File: src/rtl/uart_rx_fifo.sv
// 8N1 oversampling UART receiver feeding a small FIFO with a valid/ready byte output.
// The receiver reports bad stop bits with a one-cycle pulse and flags bytes dropped by a full FIFO.
//
// state     | meaning
// IDLE      | line idle, waiting for a falling edge
// START     | counting to mid start bit, rejecting glitches
// DATA      | sampling 8 data bits, LSB first
// STOP      | sampling mid stop bit, push or frame error
// WAIT_IDLE | after a framing error, wait for the line to return high
module uart_rx_fifo #(
    parameter int CLKS_PER_BIT = 16,
    parameter int DEPTH        = 16
) (
    input  logic                         clk_i,
    input  logic                         rst_i,
    input  logic                         uart_rx_i,
    output logic [7:0]                   rx_data_o,
    output logic                         rx_valid_o,
    input  logic                         rx_ready_i,
    output logic [$clog2(DEPTH+1)-1:0]   level_o,
    output logic                         frame_err_o,
    output logic                         overflow_o,
    input  logic                         clear_i
);

    localparam int CW = $clog2(CLKS_PER_BIT);
    localparam int AW = $clog2(DEPTH);
    localparam int LW = $clog2(DEPTH + 1);
    localparam logic [CW-1:0] HALF_CNT = CW'(CLKS_PER_BIT / 2 - 1);
    localparam logic [CW-1:0] LAST_CNT = CW'(CLKS_PER_BIT - 1);
    localparam logic [LW-1:0] FULL_LVL = LW'(DEPTH);

    typedef enum logic [2:0] {IDLE, START, DATA, STOP, WAIT_IDLE} state_t;

    state_t          state, state_nxt;
    logic [CW-1:0]   cnt, cnt_nxt;
    logic [2:0]      bit_idx, bit_nxt;
    logic [7:0]      shift, shift_nxt;
    logic            sync1, rx_s;
    logic            push, frame_err;

    logic [7:0]      mem [DEPTH];
    logic [AW-1:0]   wr_ptr, rd_ptr;
    logic [LW-1:0]   count;
    logic            full, do_push, do_pop, drop;

    // Synchronizer idles high so reset never fakes a start bit.
    always_ff @(posedge clk_i or posedge rst_i) begin
        if (rst_i) begin
            sync1   <= 1'b1;
            rx_s    <= 1'b1;
            state   <= IDLE;
            cnt     <= '0;
            bit_idx <= '0;
            shift   <= '0;
        end else begin
            sync1   <= uart_rx_i;
            rx_s    <= sync1;
            state   <= state_nxt;
            cnt     <= cnt_nxt;
            bit_idx <= bit_nxt;
            shift   <= shift_nxt;
        end
    end

    always_comb begin
        state_nxt = state;
        cnt_nxt   = cnt;
        bit_nxt   = bit_idx;
        shift_nxt = shift;
        push      = 1'b0;
        frame_err = 1'b0;
        case (state)
            IDLE: begin
                if (!rx_s) begin
                    state_nxt = START;
                    cnt_nxt   = '0;
                    bit_nxt   = '0;
                end
            end
            START: begin
                if (cnt == HALF_CNT) begin
                    cnt_nxt   = '0;
                    state_nxt = rx_s ? IDLE : DATA;
                end else begin
                    cnt_nxt = cnt + CW'(1);
                end
            end
            DATA: begin
                if (cnt == LAST_CNT) begin
                    cnt_nxt   = '0;
                    shift_nxt = {rx_s, shift[7:1]};
                    bit_nxt   = bit_idx + 3'd1;
                    if (bit_idx == 3'd7) state_nxt = STOP;
                end else begin
                    cnt_nxt = cnt + CW'(1);
                end
            end
            STOP: begin
                if (cnt == LAST_CNT) begin
                    cnt_nxt = '0;
                    if (rx_s) begin
                        push      = 1'b1;
                        state_nxt = IDLE;
                    end else begin
                        frame_err = 1'b1;
                        state_nxt = WAIT_IDLE;
                    end
                end else begin
                    cnt_nxt = cnt + CW'(1);
                end
            end
            WAIT_IDLE: begin
                if (rx_s) state_nxt = IDLE;
            end
            default: state_nxt = IDLE;
        endcase
    end

    // A pop in the same cycle frees the slot, so a push to a full FIFO is kept.
    assign do_pop  = rx_valid_o && rx_ready_i;
    assign full    = (count == FULL_LVL);
    assign do_push = push && (!full || do_pop);
    assign drop    = push && full && !do_pop;

    always_ff @(posedge clk_i or posedge rst_i) begin
        if (rst_i) begin
            wr_ptr     <= '0;
            rd_ptr     <= '0;
            count      <= '0;
            overflow_o <= 1'b0;
            for (int i = 0; i < DEPTH; i++) mem[i] <= '0;
        end else begin
            if (do_push) begin
                mem[wr_ptr] <= shift;
                wr_ptr      <= wr_ptr + AW'(1);
            end
            if (do_pop) rd_ptr <= rd_ptr + AW'(1);
            if (do_push && !do_pop)      count <= count + LW'(1);
            else if (!do_push && do_pop) count <= count - LW'(1);
            if (drop)         overflow_o <= 1'b1;
            else if (clear_i) overflow_o <= 1'b0;
        end
    end

    assign rx_data_o   = mem[rd_ptr];
    assign rx_valid_o  = (count != '0);
    assign level_o     = count;
    assign frame_err_o = frame_err;

endmodule

File: config.mk
export PLATFORM = sky130hd
export DESIGN_NAME = uart_rx_fifo
export DESIGN_NICKNAME = d
export VERILOG_FILES = /design/src/rtl/uart_rx_fifo.sv
export SDC_FILE = /design/constraint.sdc
export NUM_CORES = 1
export LEC_CHECK = 0
export ABC_AREA = 1
export BUFFER_PORTS_ARGS = -buffer_cell sky130_fd_sc_hd__buf_2
export CAP_MARGIN = 10
export CORE_AREA = 10 10 157 159
export CTS_CLUSTER_DIAMETER = 40
export DETAILED_ROUTE_END_ITERATION = 8
export DIE_AREA = 0 0 167 169
export GPL_TIMING_DRIVEN = 0
export PLACE_DENSITY = 0.64
export RECOVER_POWER = 25
export REMOVE_ABC_BUFFERS = 1
export SETUP_SLACK_MARGIN = 0.15
export SLEW_MARGIN = 20
export SYNTH_ARGS = -nofsm -noshare
export SYNTH_HDL_FRONTEND = slang
export SYNTH_SLANG_ARGS = --single-unit
File: constraint.sdc
create_clock -name clk_i -period 6.3 [get_ports clk_i]
set_input_delay 0.315 -clock clk_i [delete_from_list [all_inputs] [get_ports clk_i]]
set_output_delay 0.315 -clock clk_i [all_outputs]
set_load 0.01 [all_outputs]
# Word-level counts from Yosys, hierarchy flattened
# Cells that the tools add are included.
[totals] mem_bits_rw=0 elab_cells=105 romBits=0 input_bits=5 ff_bits=162 output_inout_bits=16 latchBits=0 mem_count=0
[op_classes] n_mul=0 add_sub_neg=6 n_bitwise=2 n_div=0 n_mux=32 order_cmp=3 reduce_logical=22 eq_ne=14 shifts=0
[op_table] op="bitwise mux 128 bit" count=1
[op_table] op="binary-select mux 8 bit (select 4 bit)" count=1
[op_table] op="demux 8 bit (select 4 bit)" count=1
[op_table] op="2-to-1 mux 3 bit" count=9
[op_table] op="2-to-1 mux 8 bit" count=3
[op_table] op="one-hot mux 3 bit (5 select lines)" count=1
[op_table] op="adder 4 x 1 -> 4 bit (second input constant)" count=3
[op_table] op="2-to-1 mux 4 bit" count=3
[op_table] op="inequality test 2 bit (second input constant)" count=6
[op_table] op="one-hot mux 4 bit (3 select lines)" count=1
[op_table] op=">= comparator 5 bit (second input constant)" count=2
[op_table] op="2-to-1 mux 5 bit" count=2
[op_table] op="NOT 4 -> 5 bit" count=2
[op_table] op="2-to-1 mux 1 bit" count=8
[op_table] op="logical AND 1 bit" count=7
[op_table] op="== test 3 x 2 -> 1 bit (second input constant)" count=2
[op_table] op="== test 3 bit (second input constant)" count=2
[op_table] op="one-hot mux 3 bit (2 select lines)" count=1
[op_table] op="AND reduction 6 bit" count=1
[op_table] op="nonzero test 2 bit" count=3
[op_table] op="adder 5 x 1 -> 5 bit (second input constant)" count=1
[op_table] op="== test 5 bit (second input constant)" count=1
[op_table] op="less-than comparator 5 x 1 -> 1 bit (second input constant)" count=1
[op_table] op="nonzero test 5 bit" count=1
[op_table] op="other kinds (13)" count=16

# Longest topological paths before layout
# Gate-level depths: netlist (run 1).
[logic_depth] ltp_word=8 mapped_depth=14 depth_no_buf=13

# Worst setup path before layout (run 1)
# OpenSTA, ideal clock, no wires.
[synth_timing] path_type="register to register" from="register cnt[0]" to="register count[4], in the netlist level_o[4]" t_required_ps=6183 arrival_ps=2332 setup_time_ps=117 period_less_slack_ps=2448 path_stages_with_launch=15 path_buffers=1 setup_slack_ps=3852 path_cell_list="dfrtp_1 -> ha_1 -> nand3_2 -> nor3_2 -> buf_4 -> nand2_1 -> inv_1 -> ha_1 -> inv_1 -> fa_1 -> nand3_1 -> nand2_1 -> xor2_1 -> nand2_1 -> nand2_1"
[synth_via] elab_chain_cells=7 word_cells_on_any_way=9 classes_between="1 x eq/ne; 3 x mux; 5 x reduce/logical"
[synth_lines] element="start, declared" line="36" source="logic [CW-1:0] cnt, cnt_nxt;"
[synth_lines] element="start signal, assigned" line="60" source="cnt <= cnt_nxt;"
[synth_lines] element="== test 4 bit (*)" line="100" source="if (cnt == LAST_CNT) begin"
[synth_lines] element="2-to-1 mux 1 bit (*)" line="100"
[synth_lines] element="2-to-1 mux 1 bit (*)" line="73" source="case (state)"
[synth_lines] element="logical AND 1 bit (*)" line="123" source="assign do_push = push && (!full || do_pop);"
[synth_lines] element="named net do_push" line="45" source="logic full, do_push, do_pop, drop;"
[synth_lines] element="zero test 1 bit" line="140" source="else if (!do_push && do_pop) count <= count - LW'(1);"
[synth_lines] element="logical AND 1 bit" line="140"
[synth_lines] element="nonzero test 2 bit (no source line)"
[synth_lines] element="end signal, assigned" line="139" source="if (do_push && !do_pop) count <= count + LW'(1);"
[synth_lines] element="end signal, assigned" line="140"
[synth_lines] element="end, declared" line="44" source="logic [LW-1:0] count;"
# The timed path passes the listed nets; every way through them passes the cells marked *.
# A chain may end at the register's enable or synchronous reset.

# Worst setup path after layout (run 1)
# Same ends and word-level chain as after synthesis.

==> results of run 1 <==
==> final timing paths <==
kind | endpoint | startpoint | slack, ns
hold / removal | overflow_o | clear_i | 0.08
min in group asynchronous | mem[53] | rst_i | 1.31
hold reg to reg | rx_s | sync1 | 0.36
setup reg to reg | level_o[4] | cnt[0] | 2.89
max in group asynchronous | rd_ptr[0] | rst_i | 3.57
setup / recovery | level_o[4] | cnt[0] | 2.89
==> through the flow <==
step | hold WS, ns | setup TNS [ns]
floorplan | 0.319 | -1.47
global route | 0.0715 | 0
detailed placement | 0.350 | 0
finish | 0.0826 | 0
global placement | 0.346 | -525.92
CTS | 0.0760 | 0
==> layer usage <==
metal / GRT usage [%] / vias to the layer above / share of wire, %
li1: - / 3687 / -
met1: 23.1 / 3608 / 47
met2: 25.7 / 243 / 46
met3: 3.08 / 32 / 6.0
met4: 5.00 / 0 / 1.5
met5: 0 / - / 0
==> registers in the layout (all words and copies together) (netlist names) <==
signal      flops
bit_idx         3
sync1           1
mem           128
level_o         5
overflow_o      1
cnt             4
rd_ptr          4
shift           8
rx_s            1
state           3
wr_ptr          4
==> cell type report <==
cell class | count | area [µm²]
clock buffer | 17 | 425
clock inverter | 15 | 170
multi-input combinational | 841 | 3870
timing repair buffer | 43 | 429
sequential | 162 | 4060
inverter | 39 | 148
fill | 2104 | 12100
tap | 280 | 350
==> placed cells by master (no fill, tap or decap) <==
cell,synthesis,routed
a21oi_1,6,6
a31oi_1,1,1
buf_12,0,1
buf_16,0,2
buf_2,6,15
buf_6,2,8
buf_8,10,10
bufinv_16,0,2
clkbuf_1,36,5
clkbuf_16,0,17
clkinv_1,2,2
clkinv_4,0,3
clkinvlp_2,0,1
clkinvlp_4,0,3
dfrtp_1,160,159
dfrtp_4,0,1
dfstp_2,2,2
dlygate4sd3_1,0,2
fa_1,1,1
ha_1,12,12
inv_1,36,34
inv_2,1,2
inv_6,0,7
nand2_1,458,458
nand3_1,77,78
nand3b_1,5,5
nand4_1,132,132
nor2_1,84,84
nor2_2,1,1
nor3_4,0,1
o211ai_1,6,6
o21ai_0,47,47
o22ai_1,1,1
xnor2_1,3,3
xor2_1,5,5
==> power by group <==
part	internal, mW	leakage [nW]	switching, mW	total, mW
Combinational	0.297	2.38	0.624	0.921
Sequential	1.09	2.23	0.119	1.21
Clock	0.594	0.282	0.473	1.07
Total	1.98	4.88	1.22	3.20
==> kinds of logic after synthesis <==
logic type	Yosys count
AND/OR/NAND/NOR	759
flip-flops	162
buffers and inverters	112
AO/OA/AOI/OAI	61
adder cells (fa/ha/maj)	13
XOR/XNOR	8
==> critical path, cell delays in order (launching register included) <==
cell	delay, ns
dfrtp_1	0.39
ha_1	0.20
nand3_1	0.32
nor3_4	0.69
buf_6	0.25
nand2_1	0.15
inv_1	0.16
ha_1	0.19
inv_1	0.10
fa_1	0.42
nand3_1	0.10
nand2_1	0.07
xor2_1	0.14
nand2_1	0.06
nand2_1	0.05
==> impl_metrics.yaml, run 1 <==
logic_synthesis:
  synth_edf_count: 0
  yosysSeqAreaShare_pct: 47.8
  ys_top_cells_by_area: "dfrtp_1, nand2_1, nand4_1"
  synth.top_cells.by_count: "nand2_1, dfrtp_1, nand4_1, nor2_1, nand3_1"
  synth_top_family_by_area: "simple AND/OR/NAND/NOR gates"
  yosys-mux-area-fraction_pct: 0
  async_flop_share_pct: 100
  yosys.area.top_type_share_pct: 47.1
  yosysWarnings: 0
  synth_cell_types: 28
  synthXorXnorAreaFrac_pct: 0.825
  synth-adder-area-share_pct: 2.00
  ys.flop_type: "dfrtp_1"
  synthesis.area_um2: 8490
  avgSynthCellArea_um2: 7.62
  yosysTopAreaCell: "dfrtp_1"
  synth_compound_area_share_pct: 3.80
  synth.most_common_cell: "nand2_1"
  synth_seq_cells: 162
  yosys.area_share.simple_pct: 39.0
  syn_inst: 1115
critical_path:
  end_kind: "flip-flop"
  worstRegToRegCells: 14
  critical_path_required_ns: 6.63
  start_kind: "flip-flop"
  path_class: "reg2reg"
  cp.arrival_ns: 3.74
  cp_max_fo: 16
run_status:
  outcome: "finished with violations"
  violations: "max-capacitance violations, max-slew violations"
place:
  preCtsSetupSlack_ns: 3.03
  gp_congestion: 0.841
  numPortBuffers: 20
  placed_cells: 1363
  placed_area_um2: 8860
  hpwl_um: 14700
hold_path:
  hold_class: "in2reg"
  hold-path-cell-count: 2
job:
  max_cap_violations: 1
pwr:
  ir_drop_mv: 0.213
  cellPowerDensity_nw_per_um2: 338
  p_total_mw: 3.20
  p_leak_nw: 4.88
global_routing:
  grt_pass1_vias: 7166
  grt_max_degree: 97
  grt_overflow: 0
  grt_use_total_pct: 16.6
  grt_pass1_wl_um: 38500
  antenna_found_initial: 0
final_layout:
  nets: 1122
  n_antenna_cell: 0
  finish.instance_area_um2: 9460
  instances_no_fill: 1397
  fin_util_pct: 43.9
  areaGrowthSynthToFinish_pct: 11.4
  layout-drive-gt1-share_pct: 6.80
routing:
  wirelength_um: 23600
  vias_per_cell: 5.42
  antenna_left: 0
  avgRoutedWirePerCell_um: 16.9
  routed-via-count: 7570
  first_pass_iters: 5
  drc_errors: 0
  first_iter_violations: 683
cts:
  cts_root_buf: "clkbuf_16"
  cts_setup_buffers: 0
  clk_pin_slew_ns: 0.07
  cts_inserted_buffers: 17
  cts_buffer_depth: 2
  htreeDepth: 4
  clock-sinks: 162
  cts_tree: "built"
  cts_hold_buf: 2
  clk_latency_ns: 0.44
  postCtsResizedCells: 0
timing:
  drv_slew: 67
  hold_viol: 0
  tightest_slew_ns: 3.11
  fin_ws_ns: 2.89
  rsz0062_at_grt: "false"
  fin_crit_sh_pct: 54.2
  setup_viol: 0
  slew_headroom_pct: -109
  min_period_ns: 3.41
  clock_skew_ns: 0.0166
  fmaxAchievable_mhz: 293
die:
  dieArea_um2: 28200
  rows: 54
  die_h_um: 169
  die_w_um: 167
  start_util_pct: 39.4
  core_um2: 21600
  io_pins: 21
No activity file was read; power rests on OpenSTA's default activity.
==> run 2, diff against run 1 <==
--- a/config.mk
+++ b/config.mk
@@ -5,15 +5,15 @@
 export SDC_FILE = /design/constraint.sdc
 export NUM_CORES = 1
 export LEC_CHECK = 0
-export ABC_AREA = 1
+export ABC_AREA = 0
 export BUFFER_PORTS_ARGS = -buffer_cell sky130_fd_sc_hd__buf_2
 export CAP_MARGIN = 10
-export CORE_AREA = 10 10 157 159
+export CORE_AREA = 10 10 150 152
 export CTS_CLUSTER_DIAMETER = 40
 export DETAILED_ROUTE_END_ITERATION = 8
-export DIE_AREA = 0 0 167 169
+export DIE_AREA = 0 0 160 162
 export GPL_TIMING_DRIVEN = 0
-export PLACE_DENSITY = 0.64
+export PLACE_DENSITY = 0.63
 export RECOVER_POWER = 25
 export REMOVE_ABC_BUFFERS = 1
 export SETUP_SLACK_MARGIN = 0.15
==> constraint.sdc (replaced) <==
create_clock -name clk_i -period 3.4 [get_ports clk_i]
set_input_delay 0.17 -clock clk_i [delete_from_list [all_inputs] [get_ports clk_i]]
set_output_delay 0.17 -clock clk_i [all_outputs]
set_load 0.01 [all_outputs]
==> run 2 against run 1 <==
Against the previous run: the run still ends with max-capacitance violations, max-slew violations left; clock-buffer cell count is 1 higher; wire length is 31% lower; flip-flop and latch count stayed put; hold slack better by 0.13 ns; sequential share of layout area is 3.9 points higher; global-route usage is 3.5 points lower; critical path depth is 4 lower; cell area is 8.2% lower; setup slack worse by 2.6 ns; register-to-register slack worse by 2.6 ns; largest power group unchanged.
==> impl_metrics.yaml, run 2 <==
critical_path:
  crit_family: "simple AND/OR/NAND/NOR gates"
  critical_path_required_ns: 3.71
  cp.arrival_ns: 3.46
  end_kind: "flip-flop"
  start_kind: "flip-flop"
  path_class: "reg2reg"
  r2r_slack_ns: 0.25
  crit_chain: "or4_4 -> or2_1 -> nor3b_4 -> ha_2 -> inv_2 -> ha_1 -> a21o_1 -> a2111oi_2 -> a31oi_1 -> a221o_1"
  cpMaxStageDelayCell: "or4_4"
  slowest_delay_ns: 0.58
  crit_buf_inv: 1
  cp_max_fo: 5
global_routing:
  grt_use_total_pct: 13.1
  grt_overflow: 0
  grt_max_degree: 91
  antenna_found_initial: 0
  grt_pass1_wl_um: 26600
  grt_pass1_vias: 4807
logic_synthesis:
  ys_top_cells_by_area: "dfrtp_1, mux2_2, mux4_2"
  synth_cell_types: 51
  yosysWarnings: 0
  async_flop_share_pct: 100
  avgSynthCellArea_um2: 14.7
  syn_inst: 520
  yosysTopAreaCell: "dfrtp_1"
  synth.most_common_cell: "dfrtp_1"
  synth_edf_count: 0
  synthesis.area_um2: 7620
  synth_seq_cells: 162
  ys.flop_type: "dfrtp_1"
  synth.top_cells.by_count: "dfrtp_1, mux2_2, mux4_2, nand2_1, clkbuf_1"
  yosysSeqAreaShare_pct: 53.2
  yosys.area.top_type_share_pct: 52.5
timing:
  rsz0062_at_grt: "false"
  clock_skew_ns: 0.00565
  fmaxAchievable_mhz: 317
  drv_slew: 74
  tightest_slew_ns: 1.52
  hold_viol: 0
  setup_tns_ns: 0
  fin_ws_ns: 0.246
  slew_headroom_pct: -1.33
  min_period_ns: 3.15
  setup_viol: 0
  hold_ws_ns: 0.209
  fin_crit_sh_pct: 92.8
pwr:
  ir_drop_mv: 0.270
  cellPowerDensity_nw_per_um2: 589
  p_total_mw: 5.11
  p_leak_nw: 3.99
final_layout:
  largest-register: "mem"
  nets: 559
  finish.instance_area_um2: 8680
  areaGrowthSynthToFinish_pct: 13.9
  n_antenna_cell: 0
  instances_no_fill: 819
  layout-drive-gt1-share_pct: 45.5
  fin_util_pct: 44.8
  final_common_cell: "dfrtp_1"
  largest_register_ffs: 128
  final_cell_mix: "dfrtp_1, mux2_2, mux4_2"
cts:
  clock-sinks: 162
  htreeDepth: 4
  cts_buffer_depth: 2
  cts_root_buf: "clkbuf_16"
  clk_latency_ns: 0.42
  cts_tree: "built"
  cts_inserted_buffers: 17
  clk_pin_slew_ns: 0.06
die:
  io_pins: 21
  die_w_um: 160
  start_util_pct: 39.3
  core_um2: 19400
  dieArea_um2: 25900
  rows: 51
  die_h_um: 162
place:
  hpwl_um: 10700
  gp_congestion: 0.742
  numPortBuffers: 20
  preCtsSetupSlack_ns: -0.249
  placed_area_um2: 8010
  placed_cells: 780
routing:
  first_iter_violations: 310
  first_pass_iters: 4
  avgRoutedWirePerCell_um: 20.0
  vias_per_cell: 5.36
  wirelength_um: 16400
  routed-via-count: 4393
  antenna_left: 0
  drc_errors: 0
run_status:
  outcome: "finished with violations"
  violations: "max-capacitance violations, max-slew violations"
job:
  max_cap_violations: 1
hold_path:
  hold_class: "in2reg"
## run 2: cell count changes in the layout (fill, tap and decap cells not counted), moves of 25 or more
cell,delta
inv_1,-25
nand4_1,-131
o21ai_0,-36
nand3_1,-69
mux2_2,+124
mux4_2,+32
nor2_1,-76
nand2_1,-437
## run 2: worst paths after layout
check                           startpoint         end  cells past startpoint
min in group asynchronous            rst_i  level_o[0]                      3
worst max register to register  level_o[3]  level_o[4]                     10
worst min register to register       sync1        rx_s                      0
worst max-delay path            level_o[3]  level_o[4]                     10
worst min-delay path            rx_ready_i   rd_ptr[0]                      3
max in group asynchronous            rst_i     mem[34]                      4
## run 2: per-layer routing
layer,global-route usage [%],share of wire [%],up-vias
met5,0,0,-
met4,5.68,2.5,0
met3,2.65,4.0,27
met2,22.6,51,81
met1,15.6,42,2328
li1,-,-,1957
## run 2: power breakdown
| group | switching [mW] | leakage [nW] | internal (mW) |
|---|---|---|---|
| Sequential | 0.186 | 2.22 | 2.02 |
| Clock | 0.794 | 0.293 | 1.18 |
| Combinational | 0.514 | 1.47 | 0.413 |
| Total | 1.49 | 3.99 | 3.62 |
## run 2: cell type report
cell class,count,area (µm²)
Sequential cell,162,4060
Tap cell,265,332
Fill cell,1702,10700
Timing Repair Buffer,30,200
Multi-Input combinational cell,319,3420
Inverter,11,45.0
Clock buffer,18,439
Clock inverter,14,179
## run 2: repair_timing
| action | 4_1_cts | 5_1_grt |
|---|---|---|
| resized for setup | 6 | 5 |
| pin swaps | 1 | 2 |
| setup endpoints to repair | 1 | 1 |
| hold buffers | 3 | 0 |
| setup buffers | 1 | 3 |
| endpoints found under the hold margin | 72 | 0 |
| cloned | 0 | 0 |
## run 2: kinds of logic after synthesis
kind of cell | after synthesis | synth area share [%]
buffers and inverters | 39 | 2.23
and+or+nand+nor | 71 | 5.04
xor gates and xnor gates | 10 | 1.15
muxes | 173 | 30.6
AOI/OAI and AO/OA | 52 | 5.51
DFF | 162 | 53.2
adders and majority gates | 13 | 2.23
## run 2: worst min-delay path, stage by stage
cell	delay (ns)
buf_2	0.09
o21a_1	0.24
xor2_1	0.09
